$ cat src/rtl/calc_pkg.sv
// Shared types and default limits for the calculator execution unit.
package calc_pkg;

  typedef enum logic [1:0] {
    OP_STORE  = 2'd0,
    OP_SHOW   = 2'd1,
    OP_UPDATE = 2'd2,
    OP_CLEAR  = 2'd3
  } op_e;

  typedef enum logic [1:0] {
    ST_IDLE = 2'd0,
    ST_MUL  = 2'd1,
    ST_DONE = 2'd2
  } state_e;

  localparam int unsigned MAX_VAL_DEF    = 99999;
  localparam int unsigned MUL_MAX_IN_DEF = 99;

endpackage

$ cat src/rtl/calc_seq_mul.sv
// Shift-add multiplier: one multiplier bit per cycle, IN_W cycles after start.
// done and product are valid together during the last iteration cycle.
module calc_seq_mul #(
  parameter int IN_W  = 14,
  parameter int ACC_W = 17
) (
  input  logic                  clk,
  input  logic                  reset,
  input  logic                  start,
  input  logic [ACC_W-1:0]      a,
  input  logic [IN_W-1:0]       b,
  output logic                  done,
  output logic [IN_W+ACC_W-1:0] product
);
  import calc_pkg::*;

  localparam int PW = IN_W + ACC_W;
  localparam int CW = $clog2(IN_W + 1);

  logic [PW-1:0]   acc;
  logic [PW-1:0]   mcand;
  logic [IN_W-1:0] mplier;
  logic [CW-1:0]   cnt;
  logic            run;

  // product is the accumulator after the current step, so the final sum
  // is available in the same cycle as done
  always_comb begin
    product = acc + (mplier[0] ? mcand : '0);
    done    = run && (cnt == CW'(IN_W - 1));
  end

  always_ff @(posedge clk) begin
    if (!reset) begin
      run    <= 1'b0;
      cnt    <= '0;
      acc    <= '0;
      mcand  <= '0;
      mplier <= '0;
    end else if (start) begin
      run    <= 1'b1;
      cnt    <= '0;
      acc    <= '0;
      mcand  <= PW'(a);
      mplier <= b;
    end else if (run) begin
      acc    <= product;
      mcand  <= mcand << 1;
      mplier <= mplier >> 1;
      cnt    <= cnt + 1'b1;
      if (done) run <= 1'b0;
    end
  end

endmodule

$ cat src/rtl/calc_exec_unit.sv
// Calculator execution stage: running total/temp, multi-cycle multiply, overflow.
// Optional build macro CALC_SATURATE_EN clamps overflowing results to MAX_VAL.
module calc_exec_unit
  import calc_pkg::*;
#(
  parameter int          IN_W       = 14,
  parameter int          ACC_W      = 17,
  parameter int unsigned MAX_VAL    = MAX_VAL_DEF,
  parameter int unsigned MUL_MAX_IN = MUL_MAX_IN_DEF
) (
  input  logic             clk,
  input  logic             reset,
  input  logic             in_valid,
  output logic             in_ready,
  input  logic [1:0]       op,
  input  logic [IN_W-1:0]  in_num,
  input  logic             err_in,
  output logic             out_valid,
  output logic [ACC_W-1:0] out_num,
  output logic             err_out,
  output logic             busy
);

  localparam int PW = IN_W + ACC_W;
  localparam logic [ACC_W-1:0] MAX_V   = ACC_W'(MAX_VAL);
  localparam logic [ACC_W:0]   MAX_SUM = (ACC_W+1)'(MAX_VAL);
  localparam logic [PW-1:0]    MAX_P   = PW'(MAX_VAL);
  localparam logic [IN_W-1:0]  MUL_LIM = IN_W'(MUL_MAX_IN);
`ifdef CALC_SATURATE_EN
  localparam bit SAT = 1'b1;
`else
  localparam bit SAT = 1'b0;
`endif

  state_e           state, state_nxt;
  op_e              opc;
  logic [ACC_W-1:0] total, temp;
  logic             overflow;
  logic [ACC_W:0]   sum;
  logic             add_ovf, mul_legal, mul_ovf, accept, mul_start, mul_done;
  logic [PW-1:0]    product;

  // Value written to the affected register (and reported) on overflow
  function automatic logic [ACC_W-1:0] on_ovf(input logic [ACC_W-1:0] kept);
    return SAT ? MAX_V : kept;
  endfunction

  always_comb begin
    opc       = op_e'(op);
    accept    = in_valid && in_ready;
    sum       = {1'b0, total} + {1'b0, temp};
    add_ovf   = sum > MAX_SUM;
    mul_legal = in_num <= MUL_LIM;
    mul_ovf   = product > MAX_P;
    mul_start = accept && (opc == OP_UPDATE) && mul_legal;
    err_out   = err_in | overflow;
  end

  calc_seq_mul #(.IN_W(IN_W), .ACC_W(ACC_W)) u_mul (
    .clk     (clk),
    .reset   (reset),
    .start   (mul_start),
    .a       (temp),
    .b       (in_num),
    .done    (mul_done),
    .product (product)
  );

  always_ff @(posedge clk) begin
    if (!reset) state <= ST_IDLE;
    else        state <= state_nxt;
  end

  always_comb begin
    state_nxt = state;
    case (state)
      ST_IDLE: if (accept) state_nxt = mul_start ? ST_MUL : ST_DONE;
      ST_MUL:  if (mul_done) state_nxt = ST_DONE;
      ST_DONE: state_nxt = ST_IDLE;
      default: state_nxt = ST_IDLE;
    endcase
  end

  always_comb begin
    in_ready  = reset && (state == ST_IDLE);
    busy      = (state == ST_MUL);
    out_valid = (state == ST_DONE);
  end

  always_ff @(posedge clk) begin
    if (!reset) begin
      total    <= '0;
      temp     <= '0;
      overflow <= 1'b0;
      out_num  <= '0;
    end else if (accept) begin
      case (opc)
        OP_STORE, OP_SHOW: begin
          if (add_ovf) begin
            overflow <= 1'b1;
            total    <= on_ovf(total);
            out_num  <= on_ovf(total);
          end else begin
            total    <= sum[ACC_W-1:0];
            out_num  <= sum[ACC_W-1:0];
          end
          if (opc == OP_STORE) temp <= ACC_W'(in_num);
          else                 temp <= (add_ovf && !SAT) ? temp : '0;
        end
        OP_UPDATE: begin
          // legal operands are finished when the multiplier reports done
          if (!mul_legal) begin
            overflow <= 1'b1;
            temp     <= on_ovf(temp);
            out_num  <= on_ovf(temp);
          end
        end
        default: begin
          total    <= '0;
          temp     <= '0;
          overflow <= 1'b0;
          out_num  <= '0;
        end
      endcase
    end else if (mul_done) begin
      if (mul_ovf) begin
        overflow <= 1'b1;
        temp     <= on_ovf(temp);
        out_num  <= on_ovf(temp);
      end else begin
        temp     <= product[ACC_W-1:0];
        out_num  <= product[ACC_W-1:0];
      end
    end
  end

endmodule

$ cat config.mk
export PLATFORM = sky130hd
export DESIGN_NAME = calc_exec_unit
export DESIGN_NICKNAME = d
export VERILOG_FILES = /design/src/rtl/calc_pkg.sv /design/src/rtl/calc_seq_mul.sv /design/src/rtl/calc_exec_unit.sv
export SDC_FILE = /design/constraint.sdc
export NUM_CORES = 1
export LEC_CHECK = 0
export CAP_MARGIN = 20
export CORE_ASPECT_RATIO = 1.25
export CORE_MARGIN = 2
export CORE_UTILIZATION = 40
export CTS_CLUSTER_DIAMETER = 60
export DETAILED_ROUTE_END_ITERATION = 8
export GPL_TIMING_DRIVEN = 0
export PLACE_DENSITY = 0.62
export SLEW_MARGIN = 30
export SYNTH_ARGS = -nofsm -noshare
export SYNTH_HDL_FRONTEND = slang
export SYNTH_SLANG_ARGS = --single-unit
export TNS_END_PERCENT = 100
$ cat constraint.sdc
create_clock -name clk -period 4.75 [get_ports clk]
set_input_delay 0.7125 -clock clk [delete_from_list [all_inputs] [get_ports clk]]
set_output_delay 0.7125 -clock clk [all_outputs]
set_load 0.03 [all_outputs]
; Yosys cells after proc, flatten, opt, wreduce, memory -nomap -nowiden
; Cells that the tools add are included.
[word_totals]
regBits = 135
latch_bits = 0
ram_bits = 0
mem_bits_ro = 0
in_bits = 20
output_inout_bits = 21
wordCells = 77
n_memories = 0
[classes]
n_addsub = 3
multipliers = 0
n_div = 0
order_cmp = 3
eq_ne = 11
shifts = 0
muxes = 29
bitwise = 3
n_reduce_logical = 17
[ops]
columns = operator, count
row1 = $mux W17, 10
row2 = $pmux W17 S2, 3
row3 = $add A31 B31 Y31, 1
row4 = $gt A31 B17 Y1 const B, 1
row5 = $mux W31, 1
row6 = $mux W14, 2
row7 = $add A17 B17 Y18, 1
row8 = $gt A18 B17 Y1 const B, 1
row9 = $le A14 B7 Y1 const B, 1
row10 = $mux W1, 8
row11 = $mux W2, 3
row12 = $ne A3 B3 Y1 const B, 2
row13 = $reduce_and A2 Y1, 3
row14 = $reduce_bool A2 Y1, 3
row15 = $logic_and A1 B1 Y1, 5
row16 = $add A4 B1 Y4 const B, 1
row17 = $eq A2 B1 Y1 const B, 2
row18 = $eq A2 B2 Y1 const B, 2
row19 = $eq A4 B4 Y1 const B, 1
row20 = $logic_not A2 Y1, 2
row21 = $ne A2 B2 Y1 const B, 2
row22 = $ne A4 B4 Y1 const B, 1
row23 = $pmux W2 S2, 1
row24 = $reduce_and A4 Y1, 1
row25 = 6 further kinds, 8

; Longest topological paths before layout
; Gate-level depths: netlist (run 1).
[logic_depth]
ltp_word = 8
ltp_mapped = 16
depth_no_buf = 14

; Cells and area by module
; A second synthesis (run 1) with hierarchy kept.
[hier_totals]
hier_cells = 1152
area_unflattened_um2 = 9396.5
[by_module_without_submodules]
columns = module, instances, cells_each, area_each_um2
row1 = calc_seq_mul, 1, 675, 5441.5
row2 = calc_exec_unit, 1, 477, 3955.0

; Worst setup path before layout (run 1)
; OpenSTA, ideal clock, no wires.
[synth_path]
path_type = register to register
startpoint = register u_mul.mplier[0]
endpoint = register temp[14]
setup_ns = 0.069
arrival_time_ns = 3.693
setup_slack_ns = 0.988
path_stages_with_launch = 16
n_path_buf = 2
period_less_slack_ns = 3.762
path_cell_list = dfxtp_1 > clkbuf_1 > and2_1 > ha_1 > a21oi_1 > a21o_1 > a2111o_1 > nand3_1 > o31ai_1 > o41ai_1 > xor2_1 > nor4_4 > nand2_4 > buf_6 > or3_1 > o21ai_1
[synth_via]
elab_chain_cells = 6
[synth_lines]
columns = element, line_no
row1 = "start, declared", calc_seq_mul.sv:22  ; logic [IN_W-1:0] mplier;
row2 = "start signal, assigned", calc_seq_mul.sv:49  ; mplier <= mplier >> 1;
row3 = $mux W31 (*), calc_seq_mul.sv:29  ; product = acc + (mplier[0] ? mcand : '0);
row4 = $add A31 B31 Y31 (*), calc_seq_mul.sv:29
row5 = $gt A31 B17 Y1, calc_exec_unit.sv:54  ; mul_ovf = product > MAX_P;
row6 = $mux W17 (*) (2 in a row), --
row7 = $mux W17 (*), calc_exec_unit.sv:96  ; end else if (accept) begin
row8 = "end signal, assigned", calc_exec_unit.sv:107  ; if (opc == OP_STORE) temp <= ACC_W'(in_num);
row9 = "end signal, assigned", calc_exec_unit.sv:108  ; else temp <= (add_ovf && !SAT) ? temp : '0;
row10 = "end signal, assigned", calc_exec_unit.sv:114  ; temp <= on_ovf(temp);
row11 = "end, declared", calc_exec_unit.sv:37  ; logic [ACC_W-1:0] total, temp;
; Mark *: on every way between the ends. The rest lies on a longest branch, timed or not. The select of a mux whose other input is x is not followed.
; A chain may end at the register's enable or synchronous reset.

; Worst setup path in the final report (run 1)
[layout_path]
startpoint = register u_mul.mplier[0]
endpoint = register temp[2]
; Same word-level chain as after synthesis.

==> results of run 1 <==
## metrics by stage
step | setup TNS, ns | cell area, µm²
after floorplan | 0 | 8838
after global routing | 0 | 10230
final | 0 | 10230
after global placement | -0.2516 | 9588
after detailed placement | -0.8440 | 9588
after CTS | 0 | 10190
## layout make-up
type | count | area (µm²) | area share
inverter | 16 | 60.06 | 0.005870
tap | 279 | 349.1 | 0.03412
multi-input combinational | 845 | 5837 | 0.5705
timing repair buffer | 46 | 445.4 | 0.04354
sequential | 135 | 2703 | 0.2642
clock inverter | 13 | 143.9 | 0.01406
buffer | 60 | 250.2 | 0.02446
clock buffer | 19 | 442.9 | 0.04329
## worst paths after layout
| check | from | endpoint | slack (ns) | cells past startpoint |
|---|---|---|---|---|
| worst max-delay path | u_mul.mplier[0] | temp[2] | 0.24 | 15 |
| worst min-delay path | overflow | overflow | 0.45 | 2 |
| worst max register to register | u_mul.mplier[0] | temp[2] | 0.24 | 15 |
| worst min register to register | overflow | overflow | 0.45 | 2 |
## cells in the final DEF, fill, tap and decap left out, types with 4 or more instances in the layout
cell / n
o31ai_1: 8
nand4_1: 10
o21a_1: 13
nand3_1: 15
clkinvlp_4: 4
nor2b_1: 27
a211oi_1: 10
clkdlybuf4s50_1: 40
xnor2_1: 23
dfxtp_1: 135
ha_1: 49
buf_1: 5
inv_1: 16
or2_2: 4
or3_1: 5
nor3_1: 8
o211ai_1: 4
a31oi_1: 20
nor2_1: 91
a221oi_1: 14
a21o_1: 19
o21ai_1: 5
o21ai_0: 59
a22oi_1: 19
buf_4: 6
o211a_1: 24
a211oi_2: 4
clkbuf_1: 46
clkbuf_16: 17
xor2_1: 18
mux2_2: 21
mux2i_1: 79
buf_2: 7
a21oi_1: 70
nand2b_1: 5
and2_1: 35
nand2_1: 122
## flip-flops by register name, summed over array words and instances (netlist names)
signal and flops:
u_mul.acc 31, temp 17, u_mul.cnt 4, total 17, out_num 17, u_mul.mcand 31, u_mul.mplier 14, overflow 1
u_mul.run 1, state 2
## cells by family (layout without fill, tap and decap cells)
kind of cell	count (synthesis)	count (layout)	share of synthesized area
and+or+nand+nor	342	342	0.1829
AOI/OAI and AO/OA	309	309	0.2425
DFF	135	135	0.3058
muxes	102	102	0.1192
buffers and inverters	76	154	0.03511
adders and majority gates	51	51	0.07390
xor gates and xnor gates	41	41	0.04063
## power groups by stage
| stage | combinational [mW] | clock [mW] | sequential (mW) |
|---|---|---|---|
| finish | 0.238 | 1.33 | 1.18 |
| global route | 0.258 | 1.39 | 1.18 |
| CTS | 0.236 | 1.34 | 1.17 |
| detailed placement | 0.235 | 0 | 1.20 |
| global placement | 0.234 | 0 | 1.20 |
| floorplan | 0.131 | 0 | 1.21 |
## tightest hold or removal path: cells and delay by family, from the launching register on
kind | cells | cell delay [ns]
buffers and inverters | 1 | 0.05
flip-flops | 1 | 0.31
AO/OA/AOI/OAI | 1 | 0.05
## per-layer routing
layer  GRT usage  routed length, µm
met1      0.2626              10730
met2      0.4125              13190
met3     0.02919                795
met4     0.08068                675
met5           0                  0
## repair_timing
| item | 4_1_cts | 5_1_grt |
|---|---|---|
| gates cloned | 0 | 0 |
| setup buffers | 2 | 4 |
| resized for setup | 1 | 2 |
| setup endpoints to repair | 14 | 28 |
| pin swaps | 1 | 2 |
==> results.cfg, run 1 <==
[drt]
ant_nets_after_route = 0
detail_route.iter0.violations = 529
drt_pre_antenna_iters = 6
detail_route.drc_violations = 0
wl_per_cell_um = 17.97
per_cell_via_count_in_the_routed_design = 5.647
num_vias = 7979
route.final.wire_length_mm = 25.39

[sta]
postLayoutSetupSlackWorst_ns = 0.2352
slew_headroom = 0.4720
clock_skew_ns = 0.01023
setup_repair_after_global_routing_missed_its_margin = false
maxSlewViolCount = 0
final.period_utilization = 0.9505
worstMarginPinSlew_ns = 0.7920
timing.fmax_ghz = 0.2215
final-setup-viol-count = 0
hold_slack_ns = 0.4505
post-route-min-period_ns = 4.515
finalHoldViolations = 0

[synthesis]
netlist_instances = 1056
synth.cell_area_um2 = 8838
synth.net_count = 1127
most_common_library_cells_after_synthesis = 135 x dfxtp_1, 122 x nand2_1, 91 x nor2_1
yosys-top-cells-area = dfxtp_1 31%, mux2i_1 8.9%, ha_1 6.9%, nand2_1 5.2%, a21oi_1 4.0%
avgSynthCellArea_um2 = 8.370
post-synth-top-count-cell = dfxtp_1
synthFlopType = dfxtp_1
synth.top_cell.area_share = 0.3058
async_flop_share = 0
ys.warnings.count = 0
synth-seq-area-share = 0.3058
post_synth_edffs = 0
ys_seq_elements = 135
yosys_cell_types = 77
synth_top_area_cell = dfxtp_1

[clock_network]
clk_pin_slew_ns = 0.06
clk-insertion-delay-late_ns = 0.43
htreeDepth = 4
tritoncts = done
ctsHoldBuffers = 0
cts_buffer_depth = 2
numCtsBuffers = 17
cts_sinks = 135
ctsRootBufferMaster = clkbuf_16

[hold_path]
min_path_type = reg2reg

[power]
p_int_mw = 2.035
switching_power_mw = 0.7037
power_leakage_nw = 4.117
power.share.sequential = 0.429
power_frac_clock = 0.484
combinationalPowerShare = 0.087
power-per-cell-area_nw_per_um2 = 267.7
ir_drop_mv = 0.2555
power.total_mw = 2.739
power.share.switching = 0.2569

[finish]
fillCellCount = 2147
final_net_count = 1192
instances_no_fill = 1413
area.growth.synth_to_final_pct = 15.76
antenna-diode-count = 0
post_route_cells_drive_above_1_share = 0.08113
fin_util = 0.4732

[grt]
grt_pass1_vias = 7826
grt_antenna_before_repair = 0
globalRouteTotalUtil = 0.2245
maximum_number_of_pins_on_one_net_before_global_route_repair = 17
grt-ovfl-total = 0
grt_first_pass_wirelength_mm = 41.03

[worst_setup_path]
worst_path_cell_chain = clkbuf_1, and2_1, ha_1, a21oi_1, a21o_1, a2111o_1, nand3_1, o31ai_1, xnor2_1, nor4_2, o2111a_2, nand2_4, buf_6, o211ai_1, a31oi_1
crit_required_ns = 5.04
cpLargestDelayFamily = compound AO/OA/AOI/OAI gates
worst_ep_arrival_time_ns = 4.81
cp_max_fo = 10
worst_setup_path_end_kind = register
crit_slowest_cell = o31ai_1
cp-start-kind = register
criticalPathCategory = reg2reg
max_stage_delay_ns = 0.65
critical_path_buf_inv_count = 2

[run]
maxCapViolations = 0

[outcome]
status = complete, no violations

[die]
die_h_um = 170.2
design.portCount = 41
fp.dieArea_um2 = 23310
dieWidth_um = 137.0
floorplan.initialDensity = 0.4088
core_area_um2 = 21620
rows = 60

[place]
port-buffer-count = 40
place_ws_ns = -0.1404
placed_cells = 1375
dp_hpwl_mm = 20.02
gp_routability_congestion = 0.8885
(Power assumes the default switching activity.)
==> run 2, diff against run 1 <==
--- a/config.mk
+++ b/config.mk
@@ -5,6 +5,7 @@
 export SDC_FILE = /design/constraint.sdc
 export NUM_CORES = 1
 export LEC_CHECK = 0
+export ABC_CLOCK_PERIOD_IN_PS = 4750
 export CAP_MARGIN = 20
 export CORE_ASPECT_RATIO = 1.25
 export CORE_MARGIN = 2
@@ -13,7 +14,7 @@
 export DETAILED_ROUTE_END_ITERATION = 8
 export GPL_TIMING_DRIVEN = 0
 export PLACE_DENSITY = 0.62
-export SLEW_MARGIN = 30
+export SLEW_MARGIN = 20
 export SYNTH_ARGS = -nofsm -noshare
 export SYNTH_HDL_FRONTEND = slang
 export SYNTH_SLANG_ARGS = --single-unit
==> results of run 2 <==
No change in the layout: final DEF, timing and power equal those of run 1.
